--- src/rtl/spi_port_expander_pkg.sv ---
// Shared codes for the SPI GPIO expander: register selects, command layout, FSM states.
package spi_port_expander_pkg;

    localparam int ADDR_W     = 4;
    localparam int CMD_RW_BIT = 7;

    localparam logic [1:0] SEL_OUT   = 2'd0;
    localparam logic [1:0] SEL_DIR   = 2'd1;
    localparam logic [1:0] SEL_IN    = 2'd2;
    localparam logic [1:0] SEL_IMASK = 2'd3;

    typedef enum logic {
        ST_CMD,
        ST_DATA
    } fsm_state_t;

endpackage

--- src/rtl/spi_port_expander_if.sv ---
// SPI pin bundle between the chip io pins (master side) and the expander (slave side).
interface spi_port_expander_if;
    logic ss;
    logic sclk;
    logic mosi;
    logic miso;
    logic miso_oe;

    modport master (output ss, output sclk, output mosi, input miso, input miso_oe);
    modport slave  (input ss, input sclk, input mosi, output miso, output miso_oe);
endinterface

--- src/rtl/spi_port_expander_byte_slave.sv ---
// Oversampled SPI mode-0 byte slave: pin synchronisers, edge detect, rx/tx shifters.
module spi_byte_slave #(
    parameter int SYNC_STAGES = 2
) (
    input  logic       clk,
    input  logic       rst,
    input  logic       ss,
    input  logic       sclk,
    input  logic       mosi,
    input  logic       tx_load,
    input  logic [7:0] tx_byte,
    output logic       byte_valid,
    output logic [7:0] rx_byte,
    output logic       miso,
    output logic       miso_oe,
    output logic       frame_active
);

    logic [SYNC_STAGES-1:0][2:0] pin_sync;
    logic       ss_s, sclk_s, mosi_s;
    logic       ss_d, sclk_d, frame_q;
    logic       ss_fall, sclk_rise, sclk_fall;
    logic [2:0] bit_cnt;
    logic [7:0] rx_sh, tx_sh;

    // Synchronise {ss, sclk, mosi} together so their relative timing is preserved
    always_ff @(posedge clk) begin
        if (rst) pin_sync <= '0;
        else     pin_sync <= {pin_sync[SYNC_STAGES-2:0], {ss, sclk, mosi}};
    end

    assign {ss_s, sclk_s, mosi_s} = pin_sync[SYNC_STAGES-1];

    // A frame opens only on a seen ss fall, so a reset with ss held low stays idle
    assign ss_fall      = ss_d & ~ss_s;
    assign frame_active = frame_q & ~ss_s;
    assign sclk_rise    = frame_active & sclk_s & ~sclk_d;
    assign sclk_fall    = frame_active & ~sclk_s & sclk_d;
    assign miso_oe      = frame_q;

    // Edge history and frame flag
    always_ff @(posedge clk) begin
        if (rst) begin
            ss_d    <= 1'b0;
            sclk_d  <= 1'b0;
            frame_q <= 1'b0;
        end else begin
            ss_d   <= ss_s;
            sclk_d <= sclk_s;
            if (ss_s)         frame_q <= 1'b0;
            else if (ss_fall) frame_q <= 1'b1;
        end
    end

    // Receive shifter; a partial byte is dropped when the frame closes
    always_ff @(posedge clk) begin
        if (rst) begin
            bit_cnt    <= '0;
            rx_sh      <= '0;
            rx_byte    <= '0;
            byte_valid <= 1'b0;
        end else begin
            byte_valid <= 1'b0;
            if (!frame_active) begin
                bit_cnt <= '0;
            end else if (sclk_rise) begin
                rx_sh   <= {rx_sh[6:0], mosi_s};
                bit_cnt <= bit_cnt + 3'd1;
                if (bit_cnt == 3'd7) begin
                    byte_valid <= 1'b1;
                    rx_byte    <= {rx_sh[6:0], mosi_s};
                end
            end
        end
    end

    // Transmit shifter; each falling edge presents the next bit, MSB first
    always_ff @(posedge clk) begin
        if (rst || !frame_active) begin
            tx_sh <= '0;
            miso  <= 1'b0;
        end else if (tx_load) begin
            tx_sh <= tx_byte;
        end else if (sclk_fall) begin
            miso  <= tx_sh[7];
            tx_sh <= {tx_sh[6:0], 1'b0};
        end
    end

endmodule

--- src/rtl/spi_port_expander.sv ---
// SPI-slave GPIO expander: command/address FSM, per-port register file, change interrupt.
module spi_port_expander
    import spi_port_expander_pkg::*;
#(
    parameter int NUM_PORTS   = 2,
    parameter int PORT_W      = 8,
    parameter int SYNC_STAGES = 2
) (
    input  logic                        clk,
    input  logic                        rst,
    spi_port_expander_if.slave          spi,
    input  logic [NUM_PORTS*PORT_W-1:0] gpio_in,
    output logic [NUM_PORTS*PORT_W-1:0] gpio_out,
    output logic [NUM_PORTS*PORT_W-1:0] gpio_oe,
    output logic                        irq
);

    localparam int GW = NUM_PORTS * PORT_W;

    typedef logic [NUM_PORTS-1:0][PORT_W-1:0] port_vec_t;

    port_vec_t out_q, dir_q, imask_q, pend_q;
    port_vec_t in_s, in_d, clr_mask;
    logic [SYNC_STAGES-1:0][GW-1:0] gin_sync;

    fsm_state_t        state_q, state_d;
    logic [ADDR_W-1:0] addr_q, addr_d, rd_addr;
    logic              rw_q, rw_d, rd_is_read;
    logic              wr_en, tx_load, byte_valid, frame_active;
    logic [7:0]        rx_byte, rd_data;

    spi_byte_slave #(.SYNC_STAGES(SYNC_STAGES)) u_byte (
        .clk          (clk),
        .rst          (rst),
        .ss           (spi.ss),
        .sclk         (spi.sclk),
        .mosi         (spi.mosi),
        .tx_load      (tx_load),
        .tx_byte      (rd_data),
        .byte_valid   (byte_valid),
        .rx_byte      (rx_byte),
        .miso         (spi.miso),
        .miso_oe      (spi.miso_oe),
        .frame_active (frame_active)
    );

    // FSM state, burst address and direction
    always_ff @(posedge clk) begin
        if (rst) begin
            state_q <= ST_CMD;
            addr_q  <= '0;
            rw_q    <= 1'b0;
        end else begin
            state_q <= state_d;
            addr_q  <= addr_d;
            rw_q    <= rw_d;
        end
    end

    // Byte decode: CMD latches rw/addr, each DATA byte writes addr and advances it.
    // The read value for the next byte's slot is loaded on every completed byte.
    always_comb begin
        state_d    = state_q;
        addr_d     = addr_q;
        rw_d       = rw_q;
        wr_en      = 1'b0;
        tx_load    = 1'b0;
        rd_addr    = addr_q + 4'd1;
        rd_is_read = rw_q;
        if (!frame_active) begin
            state_d = ST_CMD;
        end else if (byte_valid) begin
            tx_load = 1'b1;
            case (state_q)
                ST_CMD: begin
                    state_d    = ST_DATA;
                    rw_d       = rx_byte[CMD_RW_BIT];
                    addr_d     = rx_byte[ADDR_W-1:0];
                    rd_addr    = rx_byte[ADDR_W-1:0];
                    rd_is_read = rx_byte[CMD_RW_BIT];
                end
                ST_DATA: begin
                    wr_en  = ~rw_q;
                    addr_d = addr_q + 4'd1;
                end
                default: state_d = ST_CMD;
            endcase
        end
    end

    // Read mux; a read-frame load of IN also clears that port's pending bits
    always_comb begin
        rd_data  = '0;
        clr_mask = '0;
        for (int p = 0; p < NUM_PORTS; p++) begin
            if (rd_addr[3:2] == 2'(p)) begin
                case (rd_addr[1:0])
                    SEL_OUT:   rd_data[PORT_W-1:0] = out_q[p];
                    SEL_DIR:   rd_data[PORT_W-1:0] = dir_q[p];
                    SEL_IN:    rd_data[PORT_W-1:0] = in_s[p];
                    SEL_IMASK: rd_data[PORT_W-1:0] = imask_q[p];
                    default:   rd_data = '0;
                endcase
                if (tx_load && rd_is_read && rd_addr[1:0] == SEL_IN)
                    clr_mask[p] = '1;
            end
        end
    end

    // Register file writes; absent ports and the IN slot ignore writes
    always_ff @(posedge clk) begin
        if (rst) begin
            out_q   <= '0;
            dir_q   <= '0;
            imask_q <= '0;
        end else if (wr_en) begin
            for (int p = 0; p < NUM_PORTS; p++) begin
                if (addr_q[3:2] == 2'(p)) begin
                    case (addr_q[1:0])
                        SEL_OUT:   out_q[p]   <= rx_byte[PORT_W-1:0];
                        SEL_DIR:   dir_q[p]   <= rx_byte[PORT_W-1:0];
                        SEL_IMASK: imask_q[p] <= rx_byte[PORT_W-1:0];
                        default:   ;
                    endcase
                end
            end
        end
    end

    // Pad input sync and change detect; a new change wins over a same-cycle clear
    always_ff @(posedge clk) begin
        if (rst) begin
            gin_sync <= '0;
            in_d     <= '0;
            pend_q   <= '0;
        end else begin
            gin_sync <= {gin_sync[SYNC_STAGES-2:0], gpio_in};
            in_d     <= in_s;
            pend_q   <= (pend_q & ~clr_mask) | (in_s ^ in_d);
        end
    end

    assign in_s     = gin_sync[SYNC_STAGES-1];
    assign gpio_out = out_q;
    assign gpio_oe  = dir_q;
    assign irq      = |(pend_q & imask_q);

endmodule

--- src/flat_wrapper.sv ---
// flat-port wrapper written by rule: the top's interface ports become plain ports
module spi_port_expander_flat import spi_port_expander_pkg::*;
#(
    parameter int NUM_PORTS   = 2,
    parameter int PORT_W      = 8,
    parameter int SYNC_STAGES = 2
)
  (clk, rst, gpio_in, gpio_out, gpio_oe, irq, spi_ss, spi_sclk, spi_mosi, spi_miso, spi_miso_oe);
  spi_port_expander_if spi_i ();
  input  logic clk;
  input  logic rst;
  input  logic [NUM_PORTS*PORT_W-1:0] gpio_in;
  output logic [NUM_PORTS*PORT_W-1:0] gpio_out;
  output logic [NUM_PORTS*PORT_W-1:0] gpio_oe;
  output logic irq;
  input wire logic [$bits(spi_i.ss)-1:0] spi_ss;
  input wire logic [$bits(spi_i.sclk)-1:0] spi_sclk;
  input wire logic [$bits(spi_i.mosi)-1:0] spi_mosi;
  output wire logic [$bits(spi_i.miso)-1:0] spi_miso;
  output wire logic [$bits(spi_i.miso_oe)-1:0] spi_miso_oe;
  assign spi_i.ss = spi_ss;
  assign spi_i.sclk = spi_sclk;
  assign spi_i.mosi = spi_mosi;
  assign spi_miso = spi_i.miso;
  assign spi_miso_oe = spi_i.miso_oe;
  spi_port_expander #(.NUM_PORTS(NUM_PORTS), .PORT_W(PORT_W), .SYNC_STAGES(SYNC_STAGES)) u_core (.clk(clk), .rst(rst), .spi(spi_i), .gpio_in(gpio_in), .gpio_out(gpio_out), .gpio_oe(gpio_oe), .irq(irq));
endmodule
--- config.mk ---
export PLATFORM = sky130hd
export DESIGN_NAME = spi_port_expander_flat
export DESIGN_NICKNAME = d
export VERILOG_FILES = /design/src/rtl/spi_port_expander_pkg.sv /design/src/rtl/spi_port_expander_if.sv /design/src/rtl/spi_port_expander_byte_slave.sv /design/src/rtl/spi_port_expander.sv /design/src/flat_wrapper.sv
export SDC_FILE = /design/constraint.sdc
export NUM_CORES = 1
export LEC_CHECK = 0
export BUFFER_PORTS_ARGS = -buffer_cell sky130_fd_sc_hd__buf_2
export CORE_MARGIN = 2
export CORE_UTILIZATION = 45
export CTS_CLUSTER_SIZE = 20
export DETAILED_ROUTE_END_ITERATION = 8
export SYNTH_ARGS = -nofsm -noshare
export SYNTH_HDL_FRONTEND = slang
export SYNTH_SLANG_ARGS = --single-unit
export TNS_END_PERCENT = 5
--- constraint.sdc ---
create_clock -name clk -period 3.2 [get_ports clk]
set_input_delay 0 -clock clk [delete_from_list [all_inputs] [get_ports clk]]
set_output_delay 0 -clock clk [all_outputs]
set_load 0.01 [all_outputs]
After elaboration in Yosys (flattened, before gate mapping):

Cells that the tools add are included.

* latch bits: 0
* memories kept: 0
* memory bits (read-only): 0
* input bits: 21
* register bits after elaboration: 155
* output and inout port bits: 35
* bits in writable memories: 0

* mux-type cells: 22
* add/sub/neg operators: 2
* multipliers: 0
* shifts and indexed selects: 0
* div/mod/pow operators: 0
* bitwise logic cells: 19
* eq/ne operators: 8
* magnitude comparators: 0
* reductions and logical operators: 23

Operators by type and width (count)
* 8-bit case mux with 4 select lines: 2
* 8-bit two-way mux: 7
* 16-bit AND: 2
* 3-bit AND reduction: 7
* 16-bit NOT: 1
* 16-bit OR: 1
* 16-bit OR reduction: 1
* 16-bit bitwise XOR: 1
* 4-bit two-way mux: 3
* 1-bit two-way mux: 9
* 2-bit by 1-bit equality test with 1-bit output, second input constant: 4
* 2-bit logical NOT: 4
* 1-bit NOT: 8
* 4-bit case mux with 2 select lines: 1
* 1-bit AND: 6
* 2-bit equality test, second input constant: 3
* 2-bit AND reduction: 3
* 4-bit by 1-bit adder with 4-bit output, second input constant: 1
* 2-bit OR reduction: 2
* 3-bit by 1-bit adder with 3-bit output, second input constant: 1
* 3-bit equality test, second input constant: 1
* 3-bit OR reduction: 1
* 1-bit logical AND: 2
* 2-bit nonzero test: 1
* other kinds (2): 2

Longest topological paths before layout:

* depth after elaboration: 11
* gate-level depth with buffers: 9

Modules after synthesis:

A second synthesis with hierarchy kept.

* cells, all modules: 693
* area total of the unflattened synthesis: 6122.1 µm²

By module, submodules not included
* spi_port_expander: times used 1, area an instance 4715.8 µm², cells an instance 536
* spi_byte_slave: times used 1, area an instance 1406.3 µm², cells an instance 157

Least setup slack after synthesis:

Ideal clock, no wire load.

* path kind: register to register
* start point: register u_core.addr_q[0]
* end point: register u_core.u_byte.tx_sh[6]
* period minus slack after synthesis: 1.968 ns
* arrival time: 1.909 ns
* buffers on the path: 2
* data required time: 3.142 ns
* slack: 1.232 ns
* setup time: 0.058 ns
* cell stages (with the launch flop): 10
* cells stage by stage: dfxtp_1 buf_2 inv_1 ha_1 nor2b_1 mux2i_2 buf_4 o22ai_1 a311oi_1 a211o_1

* cells in the longest elaborated chain, start to end: 9
* elaborated cells between the ends (all ways): 15
* those cells by class: add/sub (1); eq/ne (4); mux (8); reduce/logical (2)

Ends and longest elaborated chain
* start: declaration: RTL line spi_port_expander.sv:27 `logic [ADDR_W-1:0] addr_q, addr_d, rd_addr;`
* start signal: assignment: RTL line spi_port_expander.sv:55 `addr_q <= addr_d;`
* 4-bit by 1-bit adder with 4-bit output (*): RTL line spi_port_expander.sv:68 `rd_addr = addr_q + 4'd1;`
* 4-bit two-way mux: RTL line spi_port_expander.sv:74 `case (state_q)`
* 4-bit two-way mux: RTL line spi_port_expander.sv:72 `end else if (byte_valid) begin`
* 4-bit two-way mux (*): RTL line spi_port_expander.sv:70 `if (!frame_active) begin`
* 2-bit equality test, or another cell as far along: RTL line spi_port_expander.sv:97 `case (rd_addr[1:0])`
* 8-bit case mux with 4 select lines: RTL line spi_port_expander.sv:97
* 8-bit two-way mux: RTL line spi_port_expander.sv:96 `if (rd_addr[3:2] == 2'(p)) begin`
* 8-bit two-way mux (*): RTL line spi_port_expander.sv:96
* 8-bit two-way mux (*): RTL line spi_port_expander_byte_slave.sv:82 `end else if (tx_load) begin`
* end signal: assignment: RTL line spi_port_expander_byte_slave.sv:83 `tx_sh <= tx_byte;`
* end signal: assignment: RTL line spi_port_expander_byte_slave.sv:86 `tx_sh <= {tx_sh[6:0], 1'b0};`
* end: declaration: RTL line spi_port_expander_byte_slave.sv:24 `logic [7:0] rx_sh, tx_sh;`

Every way passes the cells marked *; elsewhere a longest branch is shown, timed or not.
A chain may end at the register's enable or synchronous reset.

Worst setup path after layout:

* start point: register u_core.addr_q[0]
* end point: register u_core.u_byte.tx_sh[3]

Same word-level chain as after synthesis.

==> impl_metrics.yaml <==
synth:
  netlist_area_sq_mm: 0.00612
  syn_area_per_cell_sq_um: 8.71
  netlist-cell-type-count: 48
  ys.flop_type: "dfxtp_1"
  yosys_register_bits: 155
  syn-num-nets: 728
  yosysSeqAreaShare_pct: 50.7
  yosysWarnings: 0
  async_flop_share_pct: 0
  synth-edff-count: 0
  synthCells: 702
cells_and_area:
  multi_input_area_sq_mm: 0.00278
  nets: 779
  area_delta_synth_final_pct: 18.6
  final_area_sq_mm: 0.00725
  final_cells: 942
  antenna_cells: 0
  seqCellArea_sq_mm: 0.00310
  layout_common_cells: "157 x nand2_1, 155 x dfxtp_1, 94 x a21oi_1"
  final_layout_size_suffix_gt1_share_pct: 14.1
  fill_cells: 1250
  final_common_cell: "nand2_1"
placement:
  place.gp.congestion: 0.879
  placed_area_sq_mm: 0.00644
  dp.cells: 891
  io_buffers: 55
  dp_hpwl_mm: 10.6
grt:
  grtUsageTotal_pct: 22.1
  grt-ovfl-total: 0
  grt_max_degree: 95
  grt_pass1_wl_mm: 24.6
  grt_pass1_vias: 4753
  antenna_found_initial: 0
setup_path:
  cp_max_fo: 16
  cp_slowest_stage_delay_ns: 0.62
  criticalPathCategory: "reg -> reg"
  required_ns: 3.56
  critPathCaptureType: "register"
  worst_ep_arrival_time_ns: 3.03
  r2r_end: "u_core.u_byte.tx_sh[3]$_SDFFE_PP0P_"
  crit_path_start_kind: "register"
  reg2reg_setup_slack_ns: 0.53
  rr_worst_depth: 7
  worstPathCellList: "inv_1 > ha_1 > nor2b_1 > mux2i_2 > o22ai_1 > a311oi_1 > a211o_1"
  r2r_start: "u_core.addr_q[0]$_SDFFE_PP0P_"
  crit_slowest_cell: "mux2i_2"
drt:
  antenna_left: 0
  vias: 5089
  drc: 0
  drt_iter0_drc: 433
  finalWirelength_mm: 15.3
  drt-vias-per-instance: 5.40
  wl_per_cell_um: 16.3
  dr.pass1.iters: 5
floorplan:
  core-area_sq_mm: 0.0132
  die_x_um: 121
  die-area_sq_mm: 0.0145
  ioPinCount: 56
  row_count: 42
  die_y_um: 121
  initial_core_util_pct: 46.2
run_status:
  outcome: "finished clean"
timing:
  fmax_ghz: 0.375
  whs_ns: 0.0306
  worstMarginPinSlew_ns: 0.935
  fin_crit_ns: 2.67
  slew-limit-headroom_pct: 37.7
  slew_violations: 0
  finalClockSkew_ns: 0.0101
  finalCritPeriodShare_pct: 83.3
  tns_ns: 0
  hold_viol_final: 0
  setup_viol: 0
  rsz0062_at_grt: "false"
flow_run:
  maxCapViolations: 0
clocking:
  cts.repair.resized: 0
  cts_made_buffers: 17
  clock_sinks: 155
  clkTransAtPathRegs_ns: 0.06
  insertion_delay_ns: 0.42
  cts_tree: "yes"
  htreeDepth: 4
  cts_root_buf: "clkbuf_16"
  cts.path.max_buffers: 2
hold_path:
  hold_depth: 2
  hold_start: "rst"
  holdPathEnd: "u_core.addr_q[1]$_SDFFE_PP0P_"
  hold_path.class: "in -> reg"
power:
  power_density_mw_per_mm2: 583
  p_leak_nw: 2.61
  finalPower_mw: 4.23
  vdd_drop_max_mv: 0.403
layer usage:
metal	wire [um]	vias up	share of wire [%]	GRT usage (%)
met5	0	-	0	0
met4	561	0	3.7	11.3
met3	895	41	5.8	5.42
met2	6750	169	44	34.0
met1	7100	2375	46	28.8
li1	-	2504	-	-
registers in the layout, summed over array words and instances (netlist names):
signal	flops
u_core.addr_q	4
u_core.gin_sync	16
u_core.gpio_oe	16
u_core.gpio_out	16
u_core.imask_q	16
u_core.in_d	16
u_core.in_s	16
u_core.pend_q	16
u_core.rw_q	1
u_core.state_q	1
u_core.u_byte.bit_cnt	3
u_core.u_byte.byte_valid	1
u_core.u_byte.miso	1
u_core.u_byte.miso_oe	1
u_core.u_byte.mosi_s	1
u_core.u_byte.pin_sync	5
u_core.u_byte.rx_byte	8
u_core.u_byte.rx_sh	7
u_core.u_byte.sclk_d	1
u_core.u_byte.ss_d	1
u_core.u_byte.tx_sh	8
final cells by class:
type                            count  area share (%)
Multi-Input combinational cell    494            38.3
Clock buffer                       17            5.87
Sequential cell                   155            42.8
Timing Repair Buffer               79            6.97
Clock inverter                     15            2.78
Inverter                            6           0.311
Tap cell                          176            3.04
Yosys cell counts (2+ instances only):
master      n  area share [%]
a22o_1      4            0.57
nor3b_1     2            0.25
mux2i_1     5            0.82
nand2_1   157             9.6
a311oi_1    6            0.86
nor2_1     14            0.86
nand3_1    26             2.1
dfxtp_1   155              51
inv_1       6            0.37
a221oi_1    5            0.72
buf_2      10            0.82
buf_4       5            0.61
mux2i_2     2            0.45
nand3b_1    2            0.25
a211o_1     7             1.0
xnor2_1    18             2.6
and2_1      4            0.41
xor2_1      2            0.29
o22ai_1    17             1.7
nand2b_1    4            0.41
buf_1       2            0.12
a211oi_1    5            0.61
ha_1        5             1.0
mux2_2      4            0.74
nor3_1      4            0.33
clkbuf_1   29             1.8
a21oi_1    94             7.7
a31oi_1     8            0.82
nor4_2      2            0.41
o21ai_0    19             1.6
nor2b_1    62             6.3
metrics by stage:
| stage | worst slack (ns) | utilization, % |
|---|---|---|
| finish | 0.534 | 54.8 |
| global route | 0.306 | 54.8 |
| CTS | 0.574 | 54.8 |
| detailed placement | 0.607 | 48.6 |
| global placement | 0.656 | 48.6 |
| floorplan | 1.23 | - |
where the power goes:
group	switching [mW]	internal (mW)
clock network	0.862	1.26
logic	0.0518	0.0590
registers	0.0244	1.97
critical path, delay by kind of cell (launching register included):
kind                       cells  cell delay [ns]
buffers and inverters          1             0.14
AOI/OAI and AO/OA              3             0.75
adders and majority gates      1             0.42
muxes                          1             0.62
DFF                            1             0.58
and+or+nand+nor                1             0.08
logic make-up after synthesis:
logic type | after synthesis | share of synthesized area [%]
muxes | 12 | 2.25
buffers and inverters | 53 | 3.89
DFF | 155 | 50.7
AOI/OAI and AO/OA | 168 | 16.2
xor gates and xnor gates | 20 | 2.86
adders and majority gates | 5 | 1.02
and+or+nand+nor | 289 | 23.0
worst max path at each step:
stage | start | end | slack, ns | cells past startpoint
after floorplan | u_core.addr_q[0]$_SDFFE_PP0P_ | u_core.u_byte.tx_sh[6]$_SDFFE_PP0P_ | 1.23 | 9
after global placement | u_core.addr_q[0]$_SDFFE_PP0P_ | u_core.u_byte.tx_sh[6]$_SDFFE_PP0P_ | 0.66 | 7
after detailed placement | u_core.addr_q[0]$_SDFFE_PP0P_ | u_core.u_byte.tx_sh[1]$_SDFFE_PP0P_ | 0.61 | 7
after CTS | u_core.addr_q[0]$_SDFFE_PP0P_ | u_core.u_byte.tx_sh[3]$_SDFFE_PP0P_ | 0.57 | 7
after global routing | u_core.addr_q[0]$_SDFFE_PP0P_ | u_core.u_byte.tx_sh[1]$_SDFFE_PP0P_ | 0.31 | 7
final | u_core.addr_q[0]$_SDFFE_PP0P_ | u_core.u_byte.tx_sh[3]$_SDFFE_PP0P_ | 0.53 | 7
repair_timing:
item | in CTS | in global routing
endpoints found under the setup margin | 0 | 0
hold buffers | 19 | 0
hold endpoints to repair | 19 | 0
buffers inserted | 0 | 0
(Power assumes the default switching activity.)
